**src/rtl/ppm_frame_decoder.sv**
```systemverilog
// PPM frame decoder: pops pulse words from the receiver buffer, pairs high/low
// intervals into periods, finds the sync gap and commits whole frames to a
// readable channel bank. Optional feature macro: PPM_FAILSAFE_EN (load FAILSAFE on signal loss).
module ppm_frame_decoder #(
  parameter int unsigned NUM_CH    = 8,
  parameter int unsigned MIN_CH    = 4,
  parameter int unsigned SYNC_MIN  = 300000,
  parameter int unsigned PULSE_MIN = 80000,
  parameter int unsigned PULSE_MAX = 250000,
  parameter int unsigned TIMEOUT   = 5000000,
  parameter int unsigned FAILSAFE  = 150000
) (
  input  logic        clk,
  input  logic        reset,
  input  logic        rdy,
  input  logic [31:0] pulse_data,
  output logic        rd,
  input  logic [3:0]  ch_sel,
  output logic [31:0] ch_value,
  output logic [4:0]  ch_count,
  output logic        frame_valid,
  output logic        new_frame,
  output logic [15:0] frame_cnt,
  output logic [7:0]  err_cnt
);

  localparam logic [31:0] SYNC_C  = 32'(SYNC_MIN);
  localparam logic [31:0] PMIN_C  = 32'(PULSE_MIN);
  localparam logic [31:0] PMAX_C  = 32'(PULSE_MAX);
  localparam logic [31:0] TO_C    = 32'(TIMEOUT);
  localparam logic [4:0]  NUM_C   = 5'(NUM_CH);
  localparam logic [4:0]  MIN_C   = 5'(MIN_CH);
  localparam logic [31:0] PER_MAX = 32'h7FFF_FFFF;

  if (NUM_CH < 1 || NUM_CH > 16 || MIN_CH > NUM_CH || PULSE_MIN > PULSE_MAX ||
      TIMEOUT == 0 || FAILSAFE > 32'h7FFF_FFFF) begin : g_bad_cfg
    $error("ppm_frame_decoder: invalid parameter set");
  end

  typedef enum logic {F_IDLE, F_CAP}   fetch_t;
  typedef enum logic {FR_HUNT, FR_RUN} frame_t;

  fetch_t      f_state, f_next;
  frame_t      fr_state, fr_next;
  logic        rd_en;
  logic        capture;

  logic [30:0] hi;
  logic        hi_ok, hi_ok_next, hi_we;
  logic [4:0]  idx, idx_next;
  logic        shadow_we, commit, err_inc;
  logic [31:0] shadow [NUM_CH];
  logic [31:0] bank   [NUM_CH];

  logic        w_lvl;
  logic [30:0] w_len;
  logic [31:0] sum, period;
  logic        is_sync, in_range;

  logic [31:0] idle_cnt;
  logic        timeout_hit;
  logic [31:0] sel_val;

  // ---------------------------------------------------------------- fetch
  // rd_en keeps rd low while reset is held, since rd is decoded combinationally.
  always_ff @(posedge clk or negedge reset) begin
    if (!reset) begin
      f_state <= F_IDLE;
      rd_en   <= 1'b0;
    end else begin
      f_state <= f_next;
      rd_en   <= 1'b1;
    end
  end

  always_comb begin
    f_next = f_state;
    rd     = 1'b0;
    case (f_state)
      F_IDLE: begin
        if (rdy && rd_en) begin
          rd     = 1'b1;
          f_next = F_CAP;
        end
      end
      F_CAP:   f_next = F_IDLE;
      default: f_next = F_IDLE;
    endcase
  end

  assign capture = (f_state == F_CAP);

  // ---------------------------------------------------------------- word decode
  assign w_lvl    = pulse_data[31];
  assign w_len    = pulse_data[30:0];
  assign sum      = {1'b0, hi} + {1'b0, w_len};
  assign period   = sum[31] ? PER_MAX : sum;
  assign is_sync  = (period >= SYNC_C);
  assign in_range = (period >= PMIN_C) && (period <= PMAX_C);

  // ---------------------------------------------------------------- signal-loss timer
  assign timeout_hit = !capture && (idle_cnt == TO_C - 32'd1);

  always_ff @(posedge clk or negedge reset) begin
    if (!reset) begin
      idle_cnt <= '0;
    end else if (capture) begin
      idle_cnt <= '0;
    end else if (idle_cnt != TO_C) begin
      idle_cnt <= idle_cnt + 32'd1;
    end
  end

  // ---------------------------------------------------------------- frame FSM
  always_comb begin
    fr_next    = fr_state;
    hi_ok_next = hi_ok;
    idx_next   = idx;
    hi_we      = 1'b0;
    shadow_we  = 1'b0;
    commit     = 1'b0;
    err_inc    = 1'b0;
    if (capture) begin
      if (w_lvl && !hi_ok) begin
        hi_we      = 1'b1;
        hi_ok_next = 1'b1;
      end else if (!w_lvl && hi_ok) begin
        hi_ok_next = 1'b0;
        if (is_sync) begin
          // A sync always re-arms RUN; only a long enough frame commits.
          if (fr_state == FR_RUN) begin
            if (idx >= MIN_C) commit  = 1'b1;
            else              err_inc = 1'b1;
          end
          idx_next = '0;
          fr_next  = FR_RUN;
        end else if (fr_state == FR_RUN) begin
          if (in_range && idx < NUM_C) begin
            shadow_we = 1'b1;
            idx_next  = idx + 5'd1;
          end else begin
            err_inc = 1'b1;
            fr_next = FR_HUNT;
          end
        end
      end else begin
        err_inc    = 1'b1;
        hi_ok_next = 1'b0;
        fr_next    = FR_HUNT;
      end
    end else if (timeout_hit) begin
      fr_next    = FR_HUNT;
      hi_ok_next = 1'b0;
    end
  end

  always_ff @(posedge clk or negedge reset) begin
    if (!reset) begin
      fr_state    <= FR_HUNT;
      hi          <= '0;
      hi_ok       <= 1'b0;
      idx         <= '0;
      ch_count    <= '0;
      frame_valid <= 1'b0;
      new_frame   <= 1'b0;
      frame_cnt   <= '0;
      err_cnt     <= '0;
      for (int unsigned i = 0; i < NUM_CH; i++) begin
        shadow[i] <= '0;
        bank[i]   <= '0;
      end
    end else begin
      fr_state  <= fr_next;
      hi_ok     <= hi_ok_next;
      idx       <= idx_next;
      new_frame <= commit;
      if (hi_we) hi <= w_len;
      if (err_inc && err_cnt != 8'hFF) err_cnt <= err_cnt + 8'd1;
      for (int unsigned i = 0; i < NUM_CH; i++) begin
        if (shadow_we && idx == 5'(i)) shadow[i] <= period;
      end
      if (commit) begin
        // Slots beyond this frame's length keep their previous committed value.
        for (int unsigned i = 0; i < NUM_CH; i++) begin
          if (5'(i) < idx) bank[i] <= shadow[i];
        end
        ch_count    <= idx;
        frame_valid <= 1'b1;
        frame_cnt   <= frame_cnt + 16'd1;
      end else if (timeout_hit) begin
        frame_valid <= 1'b0;
`ifdef PPM_FAILSAFE_EN
        ch_count <= NUM_C;
        for (int unsigned i = 0; i < NUM_CH; i++) begin
          bank[i] <= 32'(FAILSAFE);
        end
`endif
      end
    end
  end

  // ---------------------------------------------------------------- read port
  always_comb begin
    sel_val = '0;
    for (int unsigned i = 0; i < NUM_CH; i++) begin
      if (ch_sel == 4'(i)) sel_val = bank[i];
    end
  end

  always_ff @(posedge clk or negedge reset) begin
    if (!reset) ch_value <= '0;
    else        ch_value <= sel_val;
  end

endmodule

```
**config.mk**
```make
export PLATFORM = sky130hd
export DESIGN_NAME = ppm_frame_decoder
export DESIGN_NICKNAME = d
export VERILOG_FILES = /design/src/rtl/ppm_frame_decoder.sv
export SDC_FILE = /design/constraint.sdc
export NUM_CORES = 1
export LEC_CHECK = 0
export CAP_MARGIN = 40
export CORE_MARGIN = 2
export CORE_UTILIZATION = 57
export CTS_CLUSTER_DIAMETER = 150
export DETAILED_ROUTE_END_ITERATION = 6
export HOLD_SLACK_MARGIN = 0.12
export PLACE_DENSITY_LB_ADDON = 0.08
export SLEW_MARGIN = 5
export SYNTH_ARGS = -nofsm -noshare
export SYNTH_HDL_FRONTEND = slang
export SYNTH_SLANG_ARGS = --single-unit
```
**constraint.sdc**
```tcl
create_clock -name clk -period 8.08 [get_ports clk]
set_clock_uncertainty 0.1 [all_clocks]
set_input_delay 1.212 -clock clk [delete_from_list [all_inputs] [get_ports clk]]
set_output_delay 1.212 -clock clk [all_outputs]
set_load 0.01 [all_outputs]
```
==> impl_summary.txt, run 1 <==
----------------------------------------------------
[Finish]
  Ant. Diodes ... 0
  Share of post-route cells with drive strength above 1 ... 18.55%
  Leading cell types in the layout, fill and taps excluded ... 630 x dfrtp_1, 358 x nand2_1, 277 x mux2_2
  Most frequent standard cell in the layout excluding fill and tap cells ... dfrtp_1
  Number of nets in the layout ... between 2000 and 2500
  Final Instance Count excl. Fillers ... 2995
  Area growth from synthesis to layout ... 13.61%

[Synthesis]
  Primary flip-flop cell chosen by synthesis mapping ... dfrtp_1
  Yosys top cell area share ... 58.19%
  Post-synth EDFFs ... 0
  Synth Register Bits ... 630
  Top area cells in the synthesized netlist ... dfrtp_1 58%, mux2_2 12%, nand2_1 5.0%
  Share of the yosys chip area belonging to registers ... 58.19%
  Avg Inst Size Synth ... roughly 12 sq um
  Share of flip-flops with an asynchronous set or reset ... 100.0%
  Mapped Nets ... 2343
  Summed instance area of the synthesized netlist ... around 0.027 sq mm
  Number of warnings reported in the yosys synthesis log ... 0
  Yosys top cell by area ... dfrtp_1
  Distinct cell type count after synthesis ... 83
  Number of instances in the synthesized netlist ... 2265

[Worst setup path]
  Worst R2R End ... bank[38]
  Path type of the worst setup path ... input port to register
  Startpoint types ... input port
  Worst setup EP type ... register
  Worst EP required ... 8.45 ns
  Peak fanout along the critical path ... 140
  Worst Reg-to-Reg Cells ... 14
  Worst EP arrival ... 6.23 ns
  Reg2Reg Launch Point ... hi[0]
  Register-to-register setup slack ... between 2 and 3 ns

[Timing]
  Unrepaired setup endpoints after global routing ... false
  Achievable Freq ... 170.7 MHz
  Setup Total Neg Slack ... 0 ns
  Relative slew slack ... about 25%
  Slew at the pin closest to its max-slew limit ... 1.130 ns
  Portion of the clock cycle consumed by the worst path in the final layout ... 72.48%
  Post-layout min period ... 5.857 ns
  Endpoints failing hold ... 0
  Setup violators final ... 0
  Number of pins with negative max-slew slack in the final report ... 0

[Detailed routing]
  DRC marker count from the first detailed-route iteration ... about 1300
  Total number of vias ... 17673
  First-pass iteration count of the detailed router ... 6
  Detailed Route WL ... 62.11 mm
  Post-DR vias/cell ... around 5.9
  WL/cell ... 20.74 um
  DRT antenna net count ... 0
  Post-detailed-route DRC marker count ... 0

[Power]
  Ratio of total power to cell area ... ~240 mW/mm^2
  Leakage power ... around 15 nW
  Post-layout total power ... 7.525 mW
  Worst VDD drop ... 0.0001881 V

[Clock tree]
  Setup repair bufs after CTS ... 0
  Clock tree from TritonCTS ... done
  Clock slew at reported path FFs ... roughly 0.060 ns
  Number of buffers added to fix hold violations after cts ... 0
  Clock latency reported for the late side of the worst-skew pair ... about 0.59 ns
  Level count of the clock H-tree ... 3
  Post-CTS Resized ... 0
  Cell chosen for the clock root ... clkbuf_16
  Bufs on Longest Clock Path ... 3
  Sinks on the clock net ... 630
  TritonCTS buffer count ... 66

[Global route]
  All-layer global routing usage ... 25.89%
  Met2 global-route usage ... 41.19%
  Number of antenna violations at the first check in global routing ... 0
  Global Route met3 Usage ... 4.731%
  First-pass GRT wire length ... 100.5 mm
  Largest net degree at the start of global routing ... 197
  Met1 Use GR ... between 30% and 40%
  Total congestion overflow ... 0
  Vias in the first global route ... 18179
  Busiest layer in global routing ... met2

[Floorplan]
  Area of the core ... 0.04675 sq mm
  Initial core utilization ... 57.95%
  Placement row count ... 79
  Vertical die dimension ... about 220 um
  Die Area ... roughly 0.049 sq mm
  Die width ... approximately 220 um
  Total I/O pin count ... just over 100

[Hold path]
  Class of the worst hold path ... register to register
  Startpoint of the lowest-slack hold path ... shadow[151]
  Endpoint, Worst Hold ... bank[151]
  WHS Path Cells ... 2

[Placed design]
  Placed Cells incl. Taps ... 2886
  Final weighted congestion in routability-driven placement ... 0.9143
  HPWL after detailed placement ... 38.48 mm
  Count of buffers from port buffering ... between 100 and 150

[Run status]
  Status ... completed

[Job]
  Max-cap violations ... 0

----------------------------------------------------
## where the power goes
group	total, mW	leakage [nW]	switching, mW	internal, mW
Clock	2.82	0.969	1.21	1.61
Sequential	3.30	8.71	0.0621	3.24
Combinational	1.40	5.48	0.950	0.453
## layout make-up
| type | count | area (sq um) |
|---|---|---|
| Clock inverter | 15 | 120.1 |
| Inverter | 18 | 67.56 |
| Tap cell | 607 | 759.5 |
| Multi-Input combinational cell | 1497 | 10800 |
| Timing Repair Buffer | 134 | 1399 |
| Sequential cell | 630 | 15770 |
| Clock buffer | 94 | 1869 |
| Fill cell | 3585 | 15970 |
## per-stage QoR
stage | setup slack (ns) | instance area (sq um) | hold WS, ns | utilization (%)
5_1_grt | 1.984 | 30780 | 0.3801 | 65.84
6_report | 2.223 | 30780 | 0.3564 | 65.84
3_5_place_dp | 1.626 | 28790 | 0.3426 | 61.58
4_1_cts | 2.244 | 30780 | 0.3571 | 65.84
3_3_place_gp | 1.669 | 28650 | 0.3407 | 61.28
2_1_floorplan | 2.987 | 27090 | 0.3304 | -
## worst max-delay path by stage
stage | startpoint | endpoint | slack (ns)
floorplan | pulse_data[0] | shadow[67] | 2.99
global placement | pulse_data[0] | bank[51] | 1.67
detailed placement | pulse_data[0] | bank[33] | 1.63
CTS | pulse_data[0] | bank[48] | 2.24
global route | pulse_data[0] | bank[38] | 1.98
finish | pulse_data[0] | bank[38] | 2.22
## per-layer routing
layer | routed length [um] | part of all wire [%] | vias up
met1 | 28020 | 45 | 8990
met5 | 0 | 0 | -
li1 | - | - | 8108
met3 | 2964 | 4.8 | 135
met4 | 2048 | 3.3 | 0
met2 | 29080 | 47 | 440
## logic make-up after synthesis
logic type | after synthesis | synth area share [%]
and+or+nand+nor | 729 | 12.87
buffers and inverters | 138 | 2.221
adders and majority gates | 39 | 1.829
other | 2 | 0.02772
AOI/OAI and AO/OA | 308 | 8.054
DFF | 630 | 58.19
xor gates and xnor gates | 64 | 2.069
muxes | 355 | 14.75
## cell usage after synthesis, types with 6 or more instances
library cell	n
buf_2	46
xor2_1	25
buf_1	10
o21ai_0	44
a22oi_1	92
mux2_2	277
o211ai_1	7
a211oi_1	8
nand4_1	48
or3_1	16
nand3_1	29
nand2_1	358
clkbuf_1	57
buf_4	7
nor2b_1	69
and2_1	47
dfrtp_1	630
nand2b_1	6
inv_1	16
a21o_1	7
o21a_1	8
mux2_1	76
o21ai_1	11
and4_1	7
and3_1	15
nor4_1	6
ha_1	38
xnor2_1	39
a21oi_1	64
nor2_1	85
nor3_1	23
## state kept, by name, summed over array words and instances (netlist names)
register,cells
frame_cnt,16
bank,248
shadow,248
idx,5
ch_value,31
ch_count,5
rd_en,1
hi,31
frame_valid,1
new_frame,1
capture,1
idle_cnt,32
fr_state,1
err_cnt,8
hi_ok,1
## critical path: stages
cell	delay (ns)
clkdlybuf4s50_1	0.44
ha_1	0.26
fa_1	0.45
a211oi_2	0.26
o21a_1	0.20
o22ai_2	0.18
a41o_1	0.28
xnor2_1	0.38
a21oi_1	0.12
or4b_1	0.57
o311ai_4	0.50
buf_12	0.62
a21oi_4	0.02
buf_4	0.33
mux2_2	0.35
Power figures use the tool's default switching activity.
==> run 2: changes to the inputs <==
==> constraint.sdc (replaced) <==
create_clock -name clk -period 5.5 [get_ports clk]
set_clock_uncertainty 0.1 [all_clocks]
set_input_delay 0.825 -clock clk [delete_from_list [all_inputs] [get_ports clk]]
set_output_delay 0.825 -clock clk [all_outputs]
set_load 0.01 [all_outputs]
==> impl_summary.txt, run 2 (synthesis gave the netlist of run 1 again) <==
----------------------------------------------------
[Run status]
  Status ... completed

[Clock tree]
  Bufs on Longest Clock Path ... 3 (unchanged)
  Clock latency reported for the late side of the worst-skew pair ... 0.59 ns (about the same)
  Setup repair bufs after CTS ... 0 (unchanged)
  Clock slew at reported path FFs ... 0.06 ns (about the same)
  Sinks on the clock net ... 630 (unchanged)
  Post-CTS Resized ... 0 (unchanged)
  TritonCTS buffer count ... 66 (unchanged)
  Number of buffers added to fix hold violations after cts ... 0 (unchanged)
  Cell chosen for the clock root ... clkbuf_16
  Clock tree from TritonCTS ... done
  Level count of the clock H-tree ... 3 (unchanged)

[Finish]
  Leading cell types in the layout, fill and taps excluded ... 630 x dfrtp_1, 358 x nand2_1, 277 x mux2_2
  Utilization after layout ... 66.93% (+1.1 points)
  Registers with the most flip-flops ... bank (248), shadow (248), idle_cnt (32)
  Reg area ... 0.01577 sq mm (unchanged)
  Area taken by multi-input logic gates ... 0.01080 sq mm (about the same)
  Number of nets in the layout ... 2453 (+1.2%)
  Most frequent standard cell in the layout excluding fill and tap cells ... dfrtp_1
  Area growth from synthesis to layout ... 15.49%
  Share of post-route cells with drive strength above 1 ... 19.72% (+1.2 points)
  Count of filler cells inserted in the layout ... 3479 (-3.0%)
  Ant. Diodes ... 0 (unchanged)

[Detailed routing]
  Met3 layer wire length in the routed design ... 2.453 mm (-17%)
  DRT antenna net count ... 0 (unchanged)
  WL/cell ... 20.83 um (+0.45%)
  Post-DR vias/cell ... 5.841 (-1.0%)
  Post-route met1 wirelength ... 28.16 mm (+0.48%)
  DRC marker count from the first detailed-route iteration ... 1153 (-14%)
  Total number of vias ... 17676 (+0.017%)
  Post-detailed-route DRC marker count ... 0 (unchanged)
  Amount of wire on met2 after detailed routing ... 30.87 mm (+6.2%)
  Top routing layer used ... met4
  First-pass iteration count of the detailed router ... 7 (+1)
  Detailed Route WL ... 63.04 mm (+1.5%)

[Floorplan]
  Initial core utilization ... 57.95% (unchanged)
  Die width ... 222.0 um (unchanged)
  Vertical die dimension ... 222.0 um (unchanged)
  Total I/O pin count ... 103 (unchanged)
  Die Area ... 0.04929 sq mm (unchanged)
  Placement row count ... 79 (unchanged)
  Area of the core ... 0.04675 sq mm (unchanged)

[Timing]
  Endpoints failing hold ... 0 (unchanged)
  Unrepaired setup endpoints after global routing ... false
  Slew at the pin closest to its max-slew limit ... 0.7852 ns (-0.3452 ns)
  Setup violators final ... 0 (unchanged)
  PnR worst setup slack ... 0.6572 ns (-1.566 ns)
  Setup Total Neg Slack ... 0 ns (unchanged)
  Relative slew slack ... 47.65% (+23 points)
  Portion of the clock cycle consumed by the worst path in the final layout ... slightly below 90%
  Achievable Freq ... just over 200 MHz
  Post-layout min period ... just under 5 ns
  Number of pins with negative max-slew slack in the final report ... 0 (unchanged)

[Worst setup path]
  Path type of the worst setup path ... input port to register
  Worst R2R End ... shadow[64]
  Peak fanout along the critical path ... 31 (-78%)
  Worst EP required ... 5.87 ns (-2.58 ns)
  Worst Reg-to-Reg Cells ... 14 (unchanged)
  Reg2Reg Launch Point ... hi[0]
  Worst EP arrival ... 5.21 ns (-1.02 ns)
  Startpoint types ... input port
  Register-to-register setup slack ... 0.97 ns (-1.98 ns)
  Worst setup EP type ... register

[Global route]
  Total congestion overflow ... 0 (unchanged)
  Number of antenna violations at the first check in global routing ... 0 (unchanged)
  Vias in the first global route ... 18679 (+2.8%)
  Largest net degree at the start of global routing ... 144 (-27%)
  First-pass GRT wire length ... 103.0 mm (+2.5%)
  All-layer global routing usage ... 26.31% (+0.42 points)

[Placed design]
  Final weighted congestion in routability-driven placement ... 0.9089 (-0.59%)
  HPWL after detailed placement ... 40.87 mm (+6.2%)
  Count of buffers from port buffering ... 101 (unchanged)
  Post-placement setup slack ... 0.1065 ns (-1.520 ns)

[Power]
  Leakage power ... 15.42 nW (+1.7%)
  Ratio of total power to cell area ... 365.7 mW/mm^2 (+50%)
  Worst VDD drop ... 0.0003156 V (+68%)

[Hold path]
  Class of the worst hold path ... input port to asynchronous set/reset pin

[Job]
  Max-cap violations ... 0 (unchanged)

----------------------------------------------------
-- run 2: how the worst max path moves through the flow --
stage,startpoint,endpoint,cells after the start
2_1_floorplan,pulse_data[0],shadow[67],14
3_3_place_gp,pulse_data[0],shadow[64],15
3_5_place_dp,pulse_data[0],shadow[72],15
4_1_cts,pulse_data[0],shadow[64],15
5_1_grt,pulse_data[14],shadow[70],14
6_report,pulse_data[0],shadow[64],15
-- run 2: through the flow --
| stage | hold slack, ns | power [mW] | cell area [sq um] | cells |
|---|---|---|---|---|
| after CTS | 0.1695 | 11.52 | 31290 | 3026 |
| final | 0.1410 | 11.44 | 31290 | 3026 |
| after detailed placement | 0.3432 | 7.110 | 29140 | 2914 |
| after global routing | 0.2002 | 11.94 | 31290 | 3026 |
| after global placement | 0.3392 | 7.095 | 29090 | 2911 |
| after floorplan | 0.3304 | 6.222 | 27090 | 2265 |
-- run 2: cell type report --
class | count | area share (%)
inverter | 18 | 0.2159
clock buffer | 99 | 6.358
timing repair buffer | 162 | 5.582
multi-input combinational | 1497 | 34.51
tap | 607 | 2.427
clock inverter | 13 | 0.5238
sequential | 630 | 50.38
-- run 2: metal layers --
metal  global-route usage, %  vias to the layer above
met5                       0                        -
met4                   7.389                        0
met3                   4.466                      107
met2                   44.19                      357
met1                   35.51                     9069
li1                        -                     8143
-- run 2: critical path, cell delays in order --
cell and delay (ns):
clkdlybuf4s50_1 0.43, ha_1 0.25, fa_1 0.45, a211oi_2 0.27, o21a_1 0.20, o22ai_2 0.18, a2111o_1 0.40, a31oi_1 0.17
o2111ai_1 0.24, or2_2 0.40, nor2_1 0.25, nand3_4 0.21, nor4_4 0.31, buf_12 0.26, mux2_2 0.36
-- run 2: power breakdown --
part,switching [mW],internal [mW],total [mW],leakage [nW]
Sequential,0.0926,4.76,4.85,8.71
Clock,1.79,2.60,4.39,1.05
Combinational,1.45,0.755,2.20,5.66
==> run 3: changes to the inputs <==
--- a/config.mk
+++ b/config.mk
@@ -5,10 +5,10 @@
 export SDC_FILE = /design/constraint.sdc
 export NUM_CORES = 1
 export LEC_CHECK = 0
+export ABC_CLOCK_PERIOD_IN_PS = 5500
 export CAP_MARGIN = 40
 export CORE_MARGIN = 2
 export CORE_UTILIZATION = 57
-export CTS_CLUSTER_DIAMETER = 150
 export DETAILED_ROUTE_END_ITERATION = 6
 export HOLD_SLACK_MARGIN = 0.12
 export PLACE_DENSITY_LB_ADDON = 0.08
==> results of run 3 <==
No change in the layout: final DEF, timing and power equal those of run 2.
